==> config.mk <==
export PLATFORM = sky130hd
export DESIGN_NAME = uart_tx_arbiter_flat
export DESIGN_NICKNAME = d
export VERILOG_FILES = /design/src/rtl/uart_tx_arbiter_if.sv /design/src/rtl/uart_tx_arbiter.sv /design/src/flat_wrapper.sv
export SDC_FILE = /design/constraint.sdc
export NUM_CORES = 1
export LEC_CHECK = 0
export CAP_MARGIN = 5
export CORE_ASPECT_RATIO = 0.9
export CORE_MARGIN = 5
export CORE_UTILIZATION = 43
export CTS_BUF_LIST = sky130_fd_sc_hd__clkbuf_16
export DETAILED_ROUTE_END_ITERATION = 16
export GPL_TIMING_DRIVEN = 0
export PLACE_DENSITY = 0.81
export SYNTH_ARGS = -nofsm -noshare
export SYNTH_HDL_FRONTEND = slang
export SYNTH_SLANG_ARGS = --single-unit
==> constraint.sdc <==
create_clock -name i_clk -period 3.19 [get_ports i_clk]
set_clock_uncertainty 0.2 [all_clocks]
set_input_delay 0.638 -clock i_clk [delete_from_list [all_inputs] [get_ports i_clk]]
set_output_delay 0.638 -clock i_clk [all_outputs]
set_load 0.05 [all_outputs]
==> src/rtl/uart_tx_arbiter_if.sv <==
// uart_tx_arbiter_if
//   Groups the requester-side and UART-side signals of uart_tx_arbiter.
//   Signal names match the original uart_tx_arbiter ports.
//   slave  : arbiter view (inputs i_req, i_data, i_tx_done; drives all o_*)
//   master : environment view (drives i_*, observes o_*)
interface uart_tx_arbiter_if #(
  parameter int unsigned NB_BITS = 8,
  parameter int unsigned N_REQ   = 2
);
  logic [N_REQ-1:0]         i_req;
  logic [N_REQ*NB_BITS-1:0] i_data;
  logic                     i_tx_done;
  logic [NB_BITS-1:0]       o_tx_data;
  logic                     o_tx_start;
  logic [N_REQ-1:0]         o_grant;
  logic [N_REQ-1:0]         o_done;
  logic                     o_timeout;
  logic                     o_busy;

  modport slave (
    input  i_req, i_data, i_tx_done,
    output o_tx_data, o_tx_start, o_grant, o_done, o_timeout, o_busy
  );

  modport master (
    output i_req, i_data, i_tx_done,
    input  o_tx_data, o_tx_start, o_grant, o_done, o_timeout, o_busy
  );
endinterface

==> src/rtl/uart_tx_arbiter.sv <==
// uart_tx_arbiter
//   Round-robin share of one UART transmitter between N_REQ requesters.
//   The winner's byte is latched, o_tx_start is held until a rising edge of
//   i_tx_done, then the winner gets a one-cycle o_done pulse followed by a
//   guard cycle before the next arbitration.
// Ports
//   i_clk, i_rst : clock (rising edge), synchronous active-high reset
//   bus (slave)  : i_req, i_data, i_tx_done in; o_tx_data, o_tx_start,
//                  o_grant, o_done, o_timeout, o_busy out (all registered)
// Optional feature
//   ARB_TIMEOUT_EN : SEND watchdog of TIMEOUT_CYC cycles; without it SEND
//                    waits indefinitely and o_timeout is tied 0.
module uart_tx_arbiter #(
  parameter int unsigned NB_BITS = 8,
  parameter int unsigned N_REQ   = 2
`ifdef ARB_TIMEOUT_EN
  ,
  parameter int unsigned TIMEOUT_CYC = 200000
`endif
) (
  input logic              i_clk,
  input logic              i_rst,
  uart_tx_arbiter_if.slave bus
);

  localparam int unsigned RW = $clog2(N_REQ);

  typedef enum logic [1:0] {
    ST_IDLE    = 2'd0,
    ST_SEND    = 2'd1,
    ST_RELEASE = 2'd2
  } state_t;

  state_t             state_q, state_n;
  logic [N_REQ-1:0]   grant_q, grant_n;
  logic [N_REQ-1:0]   done_q, done_n;
  logic [NB_BITS-1:0] data_q, data_n;
  logic               start_q, start_n;
  logic               busy_q, busy_n;
  logic [RW-1:0]      rr_q, rr_n;
  logic [RW-1:0]      owner_q, owner_n;
  logic               prev_q;
  logic               tx_edge;
  logic               pick_found;
  logic [RW-1:0]      pick;
  int unsigned        idx;

`ifdef ARB_TIMEOUT_EN
  localparam int unsigned CW = $clog2(TIMEOUT_CYC + 1);
  logic [CW-1:0] cnt_q, cnt_n;
  logic          timeout_q, timeout_n;
`endif

  assign tx_edge = bus.i_tx_done & ~prev_q;

  always_comb begin
    // Round-robin search starting just after the last served requester.
    pick_found = 1'b0;
    pick       = '0;
    idx        = 0;
    for (int unsigned i = 1; i <= N_REQ; i++) begin
      idx = 32'(rr_q) + i;
      if (idx >= N_REQ) idx = idx - N_REQ;
      if (!pick_found && bus.i_req[idx]) begin
        pick_found = 1'b1;
        pick       = RW'(idx);
      end
    end

    state_n = state_q;
    grant_n = grant_q;
    done_n  = '0;
    data_n  = data_q;
    start_n = start_q;
    rr_n    = rr_q;
    owner_n = owner_q;
`ifdef ARB_TIMEOUT_EN
    cnt_n     = cnt_q;
    timeout_n = 1'b0;
`endif

    case (state_q)
      ST_IDLE: begin
        if (pick_found) begin
          grant_n       = '0;
          grant_n[pick] = 1'b1;
          data_n        = bus.i_data[pick*NB_BITS +: NB_BITS];
          start_n       = 1'b1;
          owner_n       = pick;
          state_n       = ST_SEND;
`ifdef ARB_TIMEOUT_EN
          cnt_n         = '0;
`endif
        end
      end
      ST_SEND: begin
        if (tx_edge) begin
          start_n = 1'b0;
          done_n  = grant_q;
          rr_n    = owner_q;
          state_n = ST_RELEASE;
        end
`ifdef ARB_TIMEOUT_EN
        else if (cnt_q == CW'(TIMEOUT_CYC - 1)) begin
          start_n   = 1'b0;
          timeout_n = 1'b1;
          rr_n      = owner_q;
          state_n   = ST_RELEASE;
        end else begin
          cnt_n = cnt_q + 1'b1;
        end
`endif
      end
      ST_RELEASE: begin
        grant_n = '0;
        state_n = ST_IDLE;
      end
      default: begin
        grant_n = '0;
        data_n  = '0;
        start_n = 1'b0;
        state_n = ST_IDLE;
      end
    endcase

    busy_n = (state_n != ST_IDLE);
  end

  always_ff @(posedge i_clk) begin
    if (i_rst) begin
      state_q <= ST_IDLE;
      grant_q <= '0;
      done_q  <= '0;
      data_q  <= '0;
      start_q <= 1'b0;
      busy_q  <= 1'b0;
      rr_q    <= RW'(N_REQ - 1);
      owner_q <= '0;
      prev_q  <= 1'b0;
`ifdef ARB_TIMEOUT_EN
      cnt_q     <= '0;
      timeout_q <= 1'b0;
`endif
    end else begin
      state_q <= state_n;
      grant_q <= grant_n;
      done_q  <= done_n;
      data_q  <= data_n;
      start_q <= start_n;
      busy_q  <= busy_n;
      rr_q    <= rr_n;
      owner_q <= owner_n;
      prev_q  <= bus.i_tx_done;
`ifdef ARB_TIMEOUT_EN
      cnt_q     <= cnt_n;
      timeout_q <= timeout_n;
`endif
    end
  end

  assign bus.o_tx_data  = data_q;
  assign bus.o_tx_start = start_q;
  assign bus.o_grant    = grant_q;
  assign bus.o_done     = done_q;
  assign bus.o_busy     = busy_q;
`ifdef ARB_TIMEOUT_EN
  assign bus.o_timeout  = timeout_q;
`else
  assign bus.o_timeout  = 1'b0;
`endif

endmodule

==> src/flat_wrapper.sv <==
// flat-port wrapper written by rule: the top's interface ports become plain ports
module uart_tx_arbiter_flat 
#(
  parameter int unsigned NB_BITS = 8,
  parameter int unsigned N_REQ   = 2

)
  (i_clk, i_rst, bus_i_req, bus_i_data, bus_i_tx_done, bus_o_tx_data, bus_o_tx_start, bus_o_grant, bus_o_done, bus_o_timeout, bus_o_busy);
  uart_tx_arbiter_if #(.NB_BITS(NB_BITS), .N_REQ(N_REQ)) bus_i ();
  input logic i_clk;
  input logic i_rst;
  input wire logic [$bits(bus_i.i_req)-1:0] bus_i_req;
  input wire logic [$bits(bus_i.i_data)-1:0] bus_i_data;
  input wire logic [$bits(bus_i.i_tx_done)-1:0] bus_i_tx_done;
  output wire logic [$bits(bus_i.o_tx_data)-1:0] bus_o_tx_data;
  output wire logic [$bits(bus_i.o_tx_start)-1:0] bus_o_tx_start;
  output wire logic [$bits(bus_i.o_grant)-1:0] bus_o_grant;
  output wire logic [$bits(bus_i.o_done)-1:0] bus_o_done;
  output wire logic [$bits(bus_i.o_timeout)-1:0] bus_o_timeout;
  output wire logic [$bits(bus_i.o_busy)-1:0] bus_o_busy;
  assign bus_i.i_req = bus_i_req;
  assign bus_i.i_data = bus_i_data;
  assign bus_i.i_tx_done = bus_i_tx_done;
  assign bus_o_tx_data = bus_i.o_tx_data;
  assign bus_o_tx_start = bus_i.o_tx_start;
  assign bus_o_grant = bus_i.o_grant;
  assign bus_o_done = bus_i.o_done;
  assign bus_o_timeout = bus_i.o_timeout;
  assign bus_o_busy = bus_i.o_busy;
  uart_tx_arbiter #(.NB_BITS(NB_BITS), .N_REQ(N_REQ)) u_core (.i_clk(i_clk), .i_rst(i_rst), .bus(bus_i));
endmodule
* Word-level counts from Yosys, hierarchy flattened
Index checks and enable logic that the tools add are counted.
** Operators by class
- $add $sub $neg :: 4
- Order comparisons :: 6
- Equality and inequality tests :: 4
- Shift operators :: 1
- Muxes and demuxes :: 22
- Bitwise gates (word level) :: 6
- Reduce and logical (&&, ||, !) cells :: 12
** Operators by type and width (number)
- $ge 32x2->1 const B :: 2
- $lt 32x2->1 const B :: 2
- $mux 32 :: 2
- $sub 32x2->32 const B :: 2
- $pmux 8 s2 :: 1
- $shiftx 16x5->8 :: 1
- $mux 1 :: 11
- $mux 8 :: 1
- $pmux 2 s2 :: 2
- $reduce_and 2->1 :: 4
- $mux 2 :: 3
- $not 1->1 :: 5
- $ne 2x1->1 const B :: 2
- $add 1x2->3 const B :: 1
- $pmux 1 s3 :: 1
- $reduce_and 3->1 :: 1
- $reduce_or 3->1 :: 1
- $add 1x1->2 const B :: 1
- $eq 2x1->1 const B :: 1
- $eq 2x2->1 const B :: 1
- $logic_and 1x1->1 :: 2
- $logic_not 2->1 :: 1
- $lt 1x2->1 const B :: 1
- $reduce_bool 2->1 :: 1
- 5 further kinds :: 5
** Word-level totals
- Register bits after elaboration :: 19
- Input bits :: 21
- Output and inout bits :: 15
- Logic and storage cells :: 64

* Logic depth before layout (Yosys ltp)
- Depth after elaboration :: 15
- Depth in mapped cells :: 6
- Mapped depth without buffers :: 5

* Worst setup path before layout
No wires, ideal clock.
- Path kind :: reg-to-reg
- Start :: register u_core.state_q[0]
- End :: register u_core.data_q[0], in the netlist u_core.bus.o_tx_data[0]
- Setup time :: 0.070 ns
- Arrival time :: 1.470 ns
- Required time :: 2.920 ns
- Path slack :: 1.449 ns
- Cell stages (with the launch flop) :: 6
- Path buffers :: 1
- Period minus slack after synthesis :: 1.741 ns
- Path through :: dfxtp_1 -> inv_1 -> ha_1 -> or4b_1 -> buf_2 -> o2bb2ai_1
** Between the ends
- Longest elaborated chain between the ends :: 4
- Elaborated cells on any way between the ends :: 8
- Classes of those cells :: 3 x eq/ne; 1 x mux; 1 x bitwise; 3 x reduce/logical
** RTL lines
- from (decl) :: RTL line uart_tx_arbiter.sv:34 : state_t state_q, state_n;
- from (signal assigned) :: RTL line uart_tx_arbiter.sv:145 : state_q <= state_n;
- $eq 2x2->1 or $eq 2x1->1 (tied branches) :: RTL line uart_tx_arbiter.sv:82 : case (state_q)
- $reduce_or 2->1 (no line)
- $not 1->1 (no line)
- $reduce_and 2->1 (no line)
- to (signal assigned) :: RTL line uart_tx_arbiter.sv:148 : data_q <= data_n;
- to (decl) :: RTL line uart_tx_arbiter.sv:37 : logic [NB_BITS-1:0] data_q, data_n;
Parallel ways exist; a longest one is shown, timed or not.
A chain may end at the register's enable or synchronous reset.

* Worst setup path in the final report
- Start :: register u_core.data_q[1], in the netlist u_core.bus.o_tx_data[1]
- End :: output bus_o_tx_data[1]
** RTL lines
- to (decl) :: RTL line flat_wrapper.sv:15 : output wire logic [$bits(bus_i.o_tx_data)-1:0] bus_o_tx_data;
No word-level cell between the ends.

==> metrics.txt <==
ranking of synthesized cells by area=dfxtp_1 46%, mux2i_1 9.7%, o2bb2ai_1 8.5%, ha_1 4.5%, nor3b_1 2.7%; site row count=15; library cells used by synthesis=28; Yosys top cell area share=45.9%; CP Depth=1; Gate Count Post-Synth=80; Power Internal=0.502 mW; antenna-violating nets left=0; Max FO, Critical Path=2; Die W=approximately 56 um; crit path time final=~2.3 ns; port bufs=34; async set-reset flop share out of synthesis=0%; power share of the sequential group=38.7%; sw frac=27.5%; Min Hold Slack=0.256 ns; DRC violations left=0; Max Clk Rate=444 MHz; Routed WL per cell=13.7 um; first-pass GRT wire length=between 3 and 4 mm; H-tree depth=1; largest net degree at the start of global routing=11; R2R depth=6; CP endpoint kind=output pin; die footprint=just under 3000 um^2; fillers=155; sequential share of the synthesized area=a little under half; Layout Nets=143; antenna cell count=0; Post-synth EDFFs=0; WS Path Type=reg2out; drt first pass iters=4; status=complete, no violations; TritonCTS buffer count=3; initial drt markers=11; Logic pwr share=26.4%; clock share of power=34.9%; PostCTS Resize Cnt=0; CTS tree=built; Detail Placement HPWL=1.63 mm; slowest stage delay, CP=0.83 ns; CTS max path bufs=2; Worst EP required=2.35 ns; Buf+Inv Stages, Crit Path=1; Post-synth top flop=dfxtp_1; initial antenna violation count=0; die height=51.6 um; flop-to-flop setup slack=between 1 and 1.5 ns; multi-input logic area=400 um^2; maxcap violations=0; grt ovf=0; Vias/cell=between 5 and 6; I/O pin cnt=36; Layout Cells excl Fill=between 100 and 150; vias in the first global route=742; max-slew violation count=0; Total Wirelength=about 2.0 mm; clock sink count=19; CP cell instances=clkdlybuf4s50_1; switching pwr=roughly 0.19 mW; CP max stage cell=clkdlybuf4s50_1; Vias=719; Avg Synthesized Cell Area=10.4 um^2; top cells by count, synth=19 x dfxtp_1, 8 x mux2i_1, 8 x o2bb2ai_1; CP Launch Type=flip-flop; post-CTS setup buffer count=0; GPL Wtd Cong=0.805; area grow syn2layout=54.4%; Worst-Margin Slew=0.529 ns; warnings from Yosys=0; clock tree root buffer cell=clkbuf_16; Yosys reg bits=19; cell area power density=between 500 and 600 nW/um^2; Reg clk slew, reported paths=0.05 ns; share of cells above drive strength 1=roughly 6.8%; Hold/Removal Path Class=reg2reg; Tot GR Track Use=between 10% and 20%; setup tns final=0 ns; syn nets=between 100 and 150; CP delay by family, top=buffers and inverters; Pleak=0.487 nW; WHS Path Cells=2; Fin. Hold Viols=0; RSZ-0062 raised after global routing=no; Placed Instances=139; initial core utilization=44.1%; crit path DAT=between 1 and 1.5 ns; Total Power=roughly 0.69 mW; Final setup viols=0; cts hold-fix bufs=0; core area=1880 um^2; Reg area=380 um^2; biggest area consumer among synthesized cells=dfxtp_1; Max VDD drop=0.533 mV; Period Utilization, post-route=roughly 71%; clock latency at the later pin of the worst-skew pair=0.24 ns; most common cell in the netlist=dfxtp_1; relative slew slack=64.6%; Post-Syn Area=828 um^2
[layout make-up]
class,count,share of cell area (%)
buffer,5,2.25
clock buffer,3,5.87
clock inverter,1,0.294
inverter,5,1.47
multi-input combinational,51,31.3
sequential,19,29.7
tap,25,2.45
timing repair buffer,34,26.6
[power groups by stage]
stage	registers, mW	logic (mW)	clock network, mW
finish	0.268	0.183	0.242
global route	0.271	0.195	0.263
CTS	0.268	0.184	0.249
detailed placement	0.273	0.184	0
global placement	0.272	0.181	0
floorplan	0.324	0.0618	0
[sequential cells by signal, summed over array words and instances (netlist names)]
signal	count
u_core.prev_q	1
u_core.bus.o_tx_data	8
u_core.bus.o_done	2
u_core.bus.o_grant	2
u_core.rr_q	1
u_core.bus.o_tx_start	1
u_core.state_q	2
u_core.owner_q	1
u_core.bus.o_busy	1
[through the flow]
| stage | instance area, um^2 | worst slack (ns) | util, % |
|---|---|---|---|
| after global routing | 1280 | 0.892 | 68.1 |
| after CTS | 1280 | 0.924 | 68.1 |
| after detailed placement | 1200 | 0.813 | 63.9 |
| after floorplan | 828 | 1.45 | - |
| after global placement | 1200 | 0.836 | 63.9 |
| final | 1280 | 0.939 | 68.1 |
[path summary, 6_finish.rpt]
| check | from | end |
|---|---|---|
| worst max-delay path | u_core.bus.o_tx_data[1]$_SDFFE_PP0P_ | bus_o_tx_data[1] |
| worst max register to register | u_core.state_q[0]$_SDFF_PP0_ | u_core.bus.o_tx_data[0]$_SDFFE_PP0P_ |
| worst min register to register | u_core.bus.o_tx_start$_SDFFE_PP0P_ | u_core.bus.o_tx_start$_SDFFE_PP0P_ |
| worst min-delay path | u_core.bus.o_tx_start$_SDFFE_PP0P_ | u_core.bus.o_tx_start$_SDFFE_PP0P_ |
[cells in the final DEF, fill, tap and decap left out, types with 3 or more instances in the layout]
cell	synthesis	layout
clkdlybuf4s50_1	0	34
dfxtp_1	19	19
mux2i_1	8	8
o2bb2ai_1	8	8
inv_1	5	6
nor2_1	5	5
nor3b_1	3	3
a21oi_1	3	3
ha_1	3	3
clkbuf_16	0	3
[per-layer routing]
layer,share of wire [%],wire length (um),vias up,GRT usage [%]
met2,57,1110,9,28.2
met4,1.5,29,0,5.93
met3,2.6,51,2,5.21
li1,-,-,367,-
met1,39,773,341,15.1
met5,0,0,-,0
[kinds of logic after synthesis]
kind of cell,Yosys count,share of synthesized area [%]
compound gates,23,21.3
fa+ha+maj,3,4.53
buf+inv,10,5.74
flops,19,45.9
mux,8,9.67
other cells,1,0.453
simple gates,16,12.4
(Power assumes the default switching activity.)
